$ cat src/rtl/axi_chan_fifo_sync.sv
// ---------------------------------------------------------------------------
// axi_chan_fifo_sync
//
// Single-clock FIFO that buffers one AXI channel (AR/AW/W/R/B) between the
// bridge and a slave wrapper in the same clock domain. The read side is
// first-word-fall-through: the head entry is always driven on rdata, and
// rdata is all-zero while the FIFO is empty.
//
// Handshake semantics: a write is accepted on a rising edge when
// wpush=1 and wfull=0; a read is accepted when rpop=1 and rempty=0.
// wfull/rempty act as "not ready"/"not valid" and come only from registered
// pointers, so they never depend on wpush/rpop in the same cycle. A request
// made against a full/empty FIFO is dropped and latches a sticky error flag.
//
// Parameters
//   DATA_W   payload width (default 49 = AR packing: id/addr/len/size/burst)
//   DEPTH    number of entries, power of two, >= 2
//   AFULL_TH walmost_full threshold, 1..DEPTH
//
// Ports
//   clk, rst      clock, synchronous active-high reset
//   flush         synchronous clear of contents (error flags are kept)
//   wpush, wdata  write request and payload
//   wfull         no free entry
//   walmost_full  count >= AFULL_TH
//   rpop          read request, consumes the head entry
//   rdata         head entry, zero when empty
//   rempty        no valid entry
//   count         occupancy 0..DEPTH
//   ovf_err       sticky: push attempted while full
//   udf_err       sticky: pop attempted while empty
// ---------------------------------------------------------------------------
module axi_chan_fifo_sync #(
  parameter int DATA_W   = 49,
  parameter int DEPTH    = 4,
  parameter int AFULL_TH = DEPTH - 1
) (
  input  logic                       clk,
  input  logic                       rst,
  input  logic                       flush,
  input  logic                       wpush,
  input  logic [DATA_W-1:0]          wdata,
  output logic                       wfull,
  output logic                       walmost_full,
  input  logic                       rpop,
  output logic [DATA_W-1:0]          rdata,
  output logic                       rempty,
  output logic [$clog2(DEPTH):0]     count,
  output logic                       ovf_err,
  output logic                       udf_err
);

  localparam int AW = $clog2(DEPTH);
  localparam logic [AW:0] AFULL_C = (AW+1)'(AFULL_TH);
  localparam logic [AW:0] PTR_ONE = (AW+1)'(1);

  // Pointers carry one extra wrap bit so full and empty are distinguishable
  // when the index bits match.
  logic [AW:0]       wptr_q, wptr_d;
  logic [AW:0]       rptr_q, rptr_d;
  logic              ovf_q, ovf_d;
  logic              udf_q, udf_d;
  logic [DATA_W-1:0] mem_q [DEPTH];
  logic [DATA_W-1:0] mem_d [DEPTH];

  logic              empty_w;
  logic              full_w;
  logic [AW:0]       count_w;
  logic              wen;
  logic              ren;

  // Status purely from registered pointers.
  always_comb begin
    empty_w = (wptr_q == rptr_q);
    full_w  = (wptr_q[AW] != rptr_q[AW]) &&
              (wptr_q[AW-1:0] == rptr_q[AW-1:0]);
    count_w = wptr_q - rptr_q;
  end

  // Flush wins over both requests, so nothing is written or consumed then.
  always_comb begin
    wen = wpush & ~full_w & ~flush;
    ren = rpop & ~empty_w & ~flush;
  end

  always_comb begin
    wptr_d = wptr_q;
    rptr_d = rptr_q;
    if (flush) begin
      wptr_d = '0;
      rptr_d = '0;
    end else begin
      if (wen) wptr_d = wptr_q + PTR_ONE;
      if (ren) rptr_d = rptr_q + PTR_ONE;
    end
  end

  // Error flags are sticky until reset; a flush cycle never sets them.
  always_comb begin
    ovf_d = ovf_q | (wpush & full_w & ~flush);
    udf_d = udf_q | (rpop & empty_w & ~flush);
  end

  always_comb begin
    mem_d = mem_q;
    if (wen) mem_d[wptr_q[AW-1:0]] = wdata;
  end

  always_ff @(posedge clk) begin
    if (rst) begin
      wptr_q <= '0;
      rptr_q <= '0;
      ovf_q  <= 1'b0;
      udf_q  <= 1'b0;
    end else begin
      wptr_q <= wptr_d;
      rptr_q <= rptr_d;
      ovf_q  <= ovf_d;
      udf_q  <= udf_d;
    end
  end

  // Storage is deliberately not reset; stale words are hidden by the
  // zero-gating of rdata while empty.
  always_ff @(posedge clk) begin
    mem_q <= mem_d;
  end

  always_comb begin
    wfull        = full_w;
    rempty       = empty_w;
    count        = count_w;
    walmost_full = (count_w >= AFULL_C);
    rdata        = empty_w ? '0 : mem_q[rptr_q[AW-1:0]];
    ovf_err      = ovf_q;
    udf_err      = udf_q;
  end

endmodule

$ cat config.mk
export PLATFORM = sky130hd
export DESIGN_NAME = axi_chan_fifo_sync
export DESIGN_NICKNAME = d
export VERILOG_FILES = /design/src/rtl/axi_chan_fifo_sync.sv
export SDC_FILE = /design/constraint.sdc
export NUM_CORES = 1
export LEC_CHECK = 0
export ABC_CLOCK_PERIOD_IN_PS = 15990
export CAP_MARGIN = 10
export CORE_UTILIZATION = 52
export DETAILED_ROUTE_END_ITERATION = 7
export PLACE_DENSITY_LB_ADDON = 0.12
export SYNTH_ARGS = -nofsm -noshare
export SYNTH_HDL_FRONTEND = slang
export SYNTH_SLANG_ARGS = --single-unit
$ cat constraint.sdc
create_clock -name clk -period 15.99 [get_ports clk]
set_clock_uncertainty 0.05 [all_clocks]
set_input_delay 1.599 -clock clk [delete_from_list [all_inputs] [get_ports clk]]
set_output_delay 1.599 -clock clk [all_outputs]
set_load 0.01 [all_outputs]
==> results.md, run 1 <==
- Status: completed
- Final net count: 561
- Area delta synth->final: 24.3%
- Post-CTS Setup Bufs: 0
- CP endpoint kind: primary output
- Io pins: 111
- Worst hold path endpoint: udf_err
- Die width: 126 um
- PwrDens: 112 nW/um^2
- Critical Path RT: 14,340 ps
- CP Data Arrival Time: 3680 ps
- GRT overflow: 0
- # rows: 44
- H-tree depth: 1
- Number of max-cap violations: 0
- FF-to-FF path depth: 6
- All-Layer GR Usage: 0.186
- Fraction of layout cells with a size suffix above 1: 0.184
- Ys flop type: edfxtp_1
- Drt first pass iters: 4
- Yosys warning count: 0
- Clk Latency, worst-skew pair: 490 ps
- Drt drc: 0
- Worst hold stages: 2
- Vias in the first global route: 4,083
- Vias: 3,818
- Resized cells post-CTS: 0
- Pre-CTS WS: 11,060 ps
- Initial antenna violation count: 0
- Count of final setup violators: 0
- Initial DRC count: 244
- Fmax: 188 MHz
- CTS clock-pin slew for the worst setup and hold paths: 60 ps
- Diodes inserted: 0
- Final hold viol count: 0
- Worst setup SP type: register
- Post-Syn Area: 8010 um^2
- Fin crit period: 5330 ps
- CP Max Fanout: 53
- Setup TNS: 0 ps
- Unique masters post-synth: 31
- CTS root buffer: clkbuf_16
- #FFs+latches synth: 204
- Final Slew Violations: 0
- Core area: 14,800 um^2
- Max_slew headroom: 0.310
- RR Endpoint: mem_q[94]
- First-pass GRT wire length: 22,300 um
- IO Port Bufs: 110
- Reg-to-reg slack, setup: 12,230 ps
- Crit-path max cell delay: 770 ps
- Effective utilization at floorplan: 0.543
- RSZ-0062 raised after global routing: no
- Worst VDD drop: 0.0895 mV
- Die ar.: 15,900 um^2
- CTS Hold Bufs: 0
- Most frequent cells in the layout: 196 x edfxtp_1, 110 x clkdlybuf4s50_1, 48 x mux4_2, 48 x nor2b_1, 23 x clkbuf_16
- Avg Vias per Cell: 5.46
- Filler cells: 969
- Slowest cell on crit path: buf_4
- Die Height: 126 um
- DRT antenna net count: 0
- Most used cell along the critical path: buf_4
- Placer Congestion: 0.723
- Min-Delay Path Class: reg -> reg
- Largest net degree at the start of global routing: 54
- Leak pwr: 3.14 nW
- RR Startpoint: rptr_q[0]
- Syn_area_per_cell: 21.3 um^2
- Period utilization: 0.333
- Async SR Flop Fraction: 0
- Longest Clk Path Bufs: 3
- Total CTS buffers: 22
- Setup WS post-layout: 10,660 ps
- Clock tree from TritonCTS: done
- Cells along the critical path: buf_4, ha_1, nand2_1, nor2_4, buf_4, nor2b_1, clkdlybuf4s50_1
- Clk sinks: 204
- Commonest non-fill, non-tap cell in the layout: edfxtp_1
- Syn_nets: 438
- Kind of critical path: reg -> out
- DR WL/cell: 20.3 um
- Sequential element share of the synthesized area: 0.755
- Post-Route WL: 14,200 um
- Worst slew pin tran: 1030 ps
- HPWL after DPL: 8290 um
- Hold Crit Start: udf_err
- Cells after synthesis: 376
- Post-synth EDFFs: 196
## synthesized netlist by cell type (all sizes together), types with 2 or more instances
cell | instances | area (um^2)
xnor2 | 2 | 17.5
inv | 9 | 33.8
nor2b | 49 | 314
edfxtp | 196 | 5890
nor2 | 4 | 17.5
a21oi | 2 | 10.0
buf | 16 | 130
dfxtp | 8 | 160
o211ai | 2 | 20.0
clkbuf | 2 | 7.51
or3 | 2 | 12.5
mux4 | 49 | 1110
nand2 | 9 | 33.8
and2 | 4 | 25.0
ha | 7 | 87.6
mux2i | 5 | 50.1
## report_power, final
part / switching [W] / internal (W) / total, W
clock network: 0.000188 / 0.000281 / 0.000470
registers: 0.00000179 / 0.000594 / 0.000596
logic: 0.0000241 / 0.0000303 / 0.0000544
total: 0.000214 / 0.000905 / 0.00112
## through the flow
step           hold slack, ps  cells  cell area (um^2)   util  total power [W]
5_1_grt                   468    699              9960  0.675          0.00115
3_5_place_dp              432    659              9280  0.629         0.000662
2_1_floorplan             419    376              8010      -         0.000629
3_3_place_gp              408    659              9280  0.629         0.000660
6_report                  445    699              9960  0.675          0.00112
4_1_cts                   447    699              9960  0.675          0.00113
## registers in the layout (all words and copies together) (netlist names)
name,count
ovf_err,1
rptr_q,3
wptr_q,3
mem_q,196
udf_err,1
## worst max-delay path: cells and delay by family (launching register included)
kind,cells,cell delay (ps)
fa+ha+maj,1,270
buf+inv,3,1720
flops,1,330
simple gates,3,830
## cell families after synthesis
group	share of synthesized area
AOI/OAI and AO/OA	0.00797
xor gates and xnor gates	0.00422
adders and majority gates	0.0134
buffers and inverters	0.0214
DFF	0.755
muxes	0.145
and+or+nand+nor	0.0536
## routing by layer
| layer | track usage | part of all wire | vias to the layer above |
|---|---|---|---|
| li1 | - | - | 1750 |
| met1 | 0.259 | 0.45 | 1946 |
| met2 | 0.307 | 0.49 | 103 |
| met3 | 0.0361 | 0.047 | 19 |
| met4 | 0.0461 | 0.014 | 0 |
| met5 | 0 | 0 | - |
## layout make-up
class	instances	area, um^2	area share
flip-flops and latches	204	6050	0.608
well taps	184	230	0.0231
clock buffers	33	613	0.0616
clock inverters	7	62.6	0.00628
multi-input cells	145	1810	0.182
repair buffers	117	1150	0.116
inverters	9	33.8	0.00339
## worst max path at each step
| stage | start | slack [ps] | endpoint |
|---|---|---|---|
| 3_3_place_gp | rptr_q[0] | 11080 | rdata[2] |
| 4_1_cts | rptr_q[0] | 10500 | rdata[2] |
| 6_report | rptr_q[0] | 10660 | rdata[2] |
| 5_1_grt | rptr_q[0] | 10320 | rdata[2] |
| 2_1_floorplan | flush | 9860 | wptr_q[2] |
| 3_5_place_dp | rptr_q[0] | 11060 | rdata[2] |
Note: power is estimated with default switching activity, not from simulation.
==> run 2: changes to the inputs <==
--- a/config.mk
+++ b/config.mk
@@ -5,7 +5,7 @@
 export SDC_FILE = /design/constraint.sdc
 export NUM_CORES = 1
 export LEC_CHECK = 0
-export ABC_CLOCK_PERIOD_IN_PS = 15990
+export ABC_CLOCK_PERIOD_IN_PS = 5200
 export CAP_MARGIN = 10
 export CORE_UTILIZATION = 52
 export DETAILED_ROUTE_END_ITERATION = 7
==> constraint.sdc (replaced) <==
create_clock -name clk -period 5.2 [get_ports clk]
set_clock_uncertainty 0.05 [all_clocks]
set_input_delay 0.52 -clock clk [delete_from_list [all_inputs] [get_ports clk]]
set_output_delay 0.52 -clock clk [all_outputs]
set_load 0.01 [all_outputs]
==> run 2 against run 1 <==
Net effect: non-clock buffer count unchanged; final area is 0.11% lower; highest routed layer unchanged; largest power group unchanged; utilization down 0.076 points; sequential share of layout area rose by 0.069 points; wire length grew 0.11%; count of clock-buffer cells in the layout fell by 10; sequential power rose to 3.1 times the previous value; global-route usage about the same; total power increased to 3.1 times the previous value.
==> results.md, run 2 (synthesis gave the netlist of run 1 again) <==
- Status: completed
- Diodes inserted: 0 (unchanged)
- Clk sinks: 204 (unchanged)
- H-tree depth: 1 (unchanged)
- Initial DRC count: 275 (+13%)
- Resized cells post-CTS: 0 (unchanged)
- Area delta synth->final: 24.2%
- Util after Layout: 0.674 (-0.000763)
- Die Height: 126 um (unchanged)
- Filler cells: 986 (+1.8%)
- Max reg flops: 196 (unchanged)
- Setup WS post-layout: 1530 ps (-9140 ps)
- Non-filler cells, final: 697 (-0.29%)
- Most flop-heavy register: mem_q
- Critical Path RT: 4630 ps (-9710 ps)
- Kind of critical path: reg -> out
- Longest Clk Path Bufs: 3 (unchanged)
- Number of max-cap violations: 0 (unchanged)
- CP Max Fanout: 31 (-42%)
- Clk Latency, worst-skew pair: 470 ps (-20 ps)
- # rows: 44 (unchanged)
- Final hold viol count: 0 (unchanged)
- Placer Congestion: 0.736 (+1.8%)
- Initial antenna violation count: 0 (unchanged)
- Crit path launch: wptr_q[0]
- Pre-CTS WS: 1850 ps (-9210 ps)
- Hold Crit Start: ovf_err
- DRT antenna net count: 0 (unchanged)
- Worst slew pin tran: 1020 ps (-17.0 ps)
- Crit-path max cell delay: 690 ps (-80 ps)
- RSZ-0062 raised after global routing: no
- Post-CTS Setup Bufs: 0 (unchanged)
- Leak pwr: 3.13 nW (-0.28%)
- PwrDens: 345 nW/um^2 (+210%)
- Fmax: 272 MHz
- Die ar.: 15,900 um^2 (unchanged)
- Total CTS buffers: 21 (-4.5%)
- Fin crit period: 3670 ps
- Core area: 14,800 um^2 (unchanged)
- First-pass GRT wire length: 22,300 um (-0.15%)
- DP Area: 9280 um^2 (unchanged)
- RR Startpoint: wptr_q[0]
- Die width: 126 um (unchanged)
- All-Layer GR Usage: 0.186 (about the same)
- Slowest cell on crit path: nor2_4
- Post-route cell area: 9950 um^2 (-0.11%)
- DP Cell Count: 659 (unchanged)
- Post-Route WL: 14,200 um (+0.11%)
- Clock tree from TritonCTS: done
- Drt drc: 0 (unchanged)
- Most frequent cells in the layout: 196 x edfxtp_1, 110 x clkdlybuf4s50_1, 48 x mux4_2, 48 x nor2b_1, 21 x clkbuf_16
- Count of final setup violators: 0 (unchanged)
- HPWL after DPL: 8370 um (+0.96%)
- Worst VDD drop: 0.291 mV (+220%)
- IO Port Bufs: 110 (unchanged)
- Multi-input gate area in the final layout: 1810 um^2 (unchanged)
- CP endpoint kind: primary output
- Fraction of layout cells with a size suffix above 1: 0.189 (+0.00462)
- GRT overflow: 0 (unchanged)
- Cells along the critical path: inv_1, ha_1, nand2_1, nor2_4, buf_4, nor2b_1, clkdlybuf4s50_1
- Setup TNS: 0 ps (unchanged)
- Largest net degree at the start of global routing: 53 (-1.9%)
- CP Data Arrival Time: 3100 ps (-580 ps)
- Avg Vias per Cell: 5.53 (+1.2%)
- Vias in the first global route: 4,078 (-0.12%)
- Period utilization: 0.706
- DR WL/cell: 20.4 um (+0.39%)
- Effective utilization at floorplan: 0.543 (unchanged)
- CTS Hold Bufs: 0 (unchanged)
- Max_slew headroom: 0.322 (+0.0113)
- Min-Delay Path Class: reg -> reg
- Drt first pass iters: 5 (+1)
- Top Registers: mem_q: 196 flops, rptr_q: 3 flops, wptr_q: 3 flops
- Final Slew Violations: 0 (unchanged)
- Io pins: 111 (unchanged)
- Vias: 3,851 (+0.86%)
- Sequential Area: 6050 um^2 (unchanged)
- Worst setup SP type: register
- Commonest non-fill, non-tap cell in the layout: edfxtp_1
- CTS clock-pin slew for the worst setup and hold paths: 60 ps (about the same)
- CTS root buffer: clkbuf_16
- Final net count: 560 (-0.18%)
run 2: per-stage QoR:
step                      power, W  hold WS, ps
after floorplan            0.00194          419
after global placement     0.00203          418
after detailed placement   0.00204          418
after CTS                  0.00346          432
after global routing       0.00353          456
final                      0.00343          428
run 2: per-layer routing:
metal | global-route usage | part of all wire | vias up
met5 | 0 | 0 | -
met4 | 0.0503 | 0.016 | 0
met3 | 0.0353 | 0.057 | 21
met2 | 0.312 | 0.49 | 123
met1 | 0.253 | 0.43 | 1963
li1 | - | - | 1744
run 2: worst paths after layout:
| check | end | slack [ps] | cells after the start |
|---|---|---|---|
| worst max-delay path | rdata[2] | 1530 | 7 |
| worst min-delay path | ovf_err | 430 | 1 |
| worst max register to register | mem_q[56] | 2060 | 6 |
| worst min register to register | ovf_err | 430 | 1 |
run 2: critical path: cells and delay by family (launching register included):
kind / cells / cell delay (ps)
DFF: 1 / 380
adders and majority gates: 1 / 330
and+or+nand+nor: 3 / 900
buffers and inverters: 3 / 1010
run 2: area by class of cell:
class	count	share of cell area
well taps	184	0.0231
multi-input cells	145	0.182
clock buffers	23	0.0536
flip-flops and latches	204	0.608
inverters	9	0.00340
repair buffers	117	0.116
clock inverters	15	0.0132
run 2: power breakdown:
group / switching, W / leakage (nW) / internal, W / total (W)
Clock: 0.000588 / 0.322 / 0.000842 / 0.00143
Sequential: 0.00000548 / 1.85 / 0.00183 / 0.00183
Combinational: 0.0000752 / 0.960 / 0.0000931 / 0.000168
==> run 3: changes to the inputs <==
--- a/config.mk
+++ b/config.mk
@@ -5,9 +5,9 @@
 export SDC_FILE = /design/constraint.sdc
 export NUM_CORES = 1
 export LEC_CHECK = 0
-export ABC_CLOCK_PERIOD_IN_PS = 5200
+export ABC_CLOCK_PERIOD_IN_PS = 3120
 export CAP_MARGIN = 10
-export CORE_UTILIZATION = 52
+export CORE_UTILIZATION = 49
 export DETAILED_ROUTE_END_ITERATION = 7
 export PLACE_DENSITY_LB_ADDON = 0.12
 export SYNTH_ARGS = -nofsm -noshare
==> constraint.sdc (replaced) <==
create_clock -name clk -period 3.12 [get_ports clk]
set_clock_uncertainty 0.05 [all_clocks]
set_input_delay 0.312 -clock clk [delete_from_list [all_inputs] [get_ports clk]]
set_output_delay 0.312 -clock clk [all_outputs]
set_load 0.01 [all_outputs]
==> run 3 against run 2 <==
Net effect: global-route usage down 0.078 points; critical path type unchanged; worst hold slack worse by 46 ps; largest power group unchanged; sequential power is 67% higher; final area up 1.3%; highest routed layer unchanged; first-iteration DRC count down 12%.
==> results.md, run 3 (synthesis gave the netlist of run 1 again) <==
- Setup crit end: rdata[12]
- Kind of critical path: reg -> out
- Core area: 15,900 um^2 (+8.1%)
- First-pass GRT wire length: 22,900 um (+2.9%)
- Fin crit period: 3000 ps
- Worst setup SP type: register
- Post-CTS Setup Bufs: 1 (+1)
- CP endpoint kind: primary output
- Setup WS post-layout: 118 ps (-1410 ps)
- Drt first pass iters: 4 (-1)
- Min-Delay Path Class: in -> reg
- Most frequent cells in the layout: 196 x edfxtp_1, 110 x clkdlybuf4s50_1, 48 x mux4_2, 48 x nor2b_1, 21 x clkbuf_16
- CTS clock-pin slew for the worst setup and hold paths: 60 ps (about the same)
- Final Slew Violations: 0 (unchanged)
- Clk Latency, worst-skew pair: 480 ps (about the same)
- Leak pwr: 3.17 nW (+1.4%)
- Total CTS buffers: 21 (unchanged)
- Largest net degree at the start of global routing: 52 (-1.9%)
- Placer Congestion: 0.760 (+3.3%)
- Most flop-heavy register: mem_q
- Worst hold stages: 2 (+1)
- Die Height: 130 um (+3.0%)
- Crit path launch: wptr_q[0]
- Clock share of power: 0.396 (-0.021)
- Pre-CTS WS: 474 ps (-1380 ps)
- H-tree depth: 1 (unchanged)
- RSZ-0062 raised after global routing: no
- Sw power: 0.00110 W (+64%)
- Die ar.: 16,900 um^2 (+6.0%)
- Number of max-cap violations: 0 (unchanged)
- Post-Route WL: 14,800 um (+4.6%)
- PwrDens: 549 nW/um^2 (+59%)
- Resized cells post-CTS: 0 (unchanged)
- Avg Vias per Cell: 5.27 (-4.7%)
- Max_slew headroom: 0.547 (+0.225)
- CTS root buffer: clkbuf_16
- Initial DRC count: 242 (-12%)
- RR Endpoint: mem_q[61]
- Count of final setup violators: 0 (unchanged)
- Fmax: 333 MHz
- Reg-to-reg slack, setup: 700 ps (-1360 ps)
- Power Internal: 0.00444 W (+61%)
- Longest Clk Path Bufs: 3 (unchanged)
- Worst slew pin tran: 678 ps (-340 ps)
- Switch share: 0.198 (+0.00331)
- DR WL/cell: 20.2 um (-0.85%)
- Setup TNS: 0 ps (unchanged)
- CTS Hold Bufs: 0 (unchanged)
- FF-to-FF path depth: 6 (unchanged)
- Drt drc: 0 (unchanged)
- # rows: 46 (+4.5%)
- Vias in the first global route: 4,161 (+2.0%)
- Diodes inserted: 0 (unchanged)
- Fraction of layout cells with a size suffix above 1: 0.195 (+0.00552)
- Io pins: 111 (unchanged)
- Period utilization: 0.962
- CP Max Fanout: 38 (+23%)
- Status: completed
- Clk sinks: 204 (unchanged)
- Final net count: 567 (+1.3%)
- RR Startpoint: wptr_q[0]
- Clock tree from TritonCTS: done
- HPWL after DPL: 8690 um (+3.8%)
- Reg power frac: 0.552 (+0.018)
- Max reg flops: 196 (unchanged)
- Die width: 130 um (+3.0%)
- Commonest non-fill, non-tap cell in the layout: edfxtp_1
- Final hold viol count: 0 (unchanged)
- All-Layer GR Usage: 0.185 (-0.000775)
- Util after Layout: 0.632 (-0.0419)
- CP Data Arrival Time: 2640 ps (-460 ps)
- Effective utilization at floorplan: 0.502 (-0.0405)
- DP Cell Count: 697 (+5.8%)
- Critical Path RT: 2760 ps (-1870 ps)
- Combinational Power Share: 0.052 (+0.003)
- Area delta synth->final: 25.9%
- DRT antenna net count: 0 (unchanged)
- Worst VDD drop: 0.434 mV (+49%)
- Non-filler cells, final: 735 (+5.5%)
- Vias: 3,872 (+0.55%)
- Initial antenna violation count: 0 (unchanged)
- GRT overflow: 0 (unchanged)
- Top Registers: mem_q: 196 flops, rptr_q: 3 flops, wptr_q: 3 flops
- IO Port Bufs: 110 (unchanged)
-- run 3: changes by cell type in the layout (fill, tap and decap cells not counted) --
cell | previous run | this run
buf_4 | 7 | 5
clkinvlp_4 | 2 | 0
buf_12 | 0 | 8
clkinv_2 | 4 | 6
clkinv_1 | 5 | 6
clkbuf_1 | 2 | 3
inv_6 | 1 | 0
bufinv_16 | 2 | 0
buf_8 | 0 | 1
-- run 3: routing by layer --
layer  share of wire  track usage  vias up
met5               0            0        -
met4           0.031       0.0698        0
met3           0.043       0.0361       32
met2            0.49        0.309       95
met1            0.43        0.244     1982
li1                -            -     1763
-- run 3: area by class of cell --
| class | instances | area (um^2) |
|---|---|---|
| multi-input cells | 145 | 1810 |
| clock inverters | 13 | 61.3 |
| repair buffers | 124 | 1310 |
| flip-flops and latches | 204 | 6050 |
| inverters | 9 | 33.8 |
| well taps | 216 | 270 |
| fillers | 1152 | 5860 |
| clock buffers | 24 | 537 |
-- run 3: worst min path at each step --
stage | from | endpoint | slack [ps]
6_report | rst | udf_err | 380
3_5_place_dp | udf_err | udf_err | 420
5_1_grt | wdata[45] | mem_q[45] | 410
2_1_floorplan | rst | udf_err | 330
3_3_place_gp | ovf_err | ovf_err | 420
4_1_cts | rst | udf_err | 360
-- run 3: power groups by stage --
stage               registers [W]  clock network (W)  logic [W]
global placement          0.00311                  0   0.000286
floorplan                 0.00311                  0   0.000116
global route              0.00305            0.00234   0.000313
detailed placement        0.00311                  0   0.000292
finish                    0.00305            0.00219   0.000290
CTS                       0.00305            0.00226   0.000296
-- run 3: worst max-delay path: stages (launching register included) --
cell and delay, ps:
dfxtp_1 400, inv_1 130, ha_1 350, nand2_1 160, nor2_4 60, buf_12 190
nor2b_1 270, clkdlybuf4s50_1 590
-- run 3: per-stage QoR --
step | total power [W] | instance area, um^2 | hold WS [ps]
2_1_floorplan | 0.00323 | 8030 | 334
6_report | 0.00553 | 10100 | 382
4_1_cts | 0.00560 | 10100 | 361
3_3_place_gp | 0.00340 | 9470 | 422
3_5_place_dp | 0.00340 | 9470 | 424
5_1_grt | 0.00571 | 10100 | 408
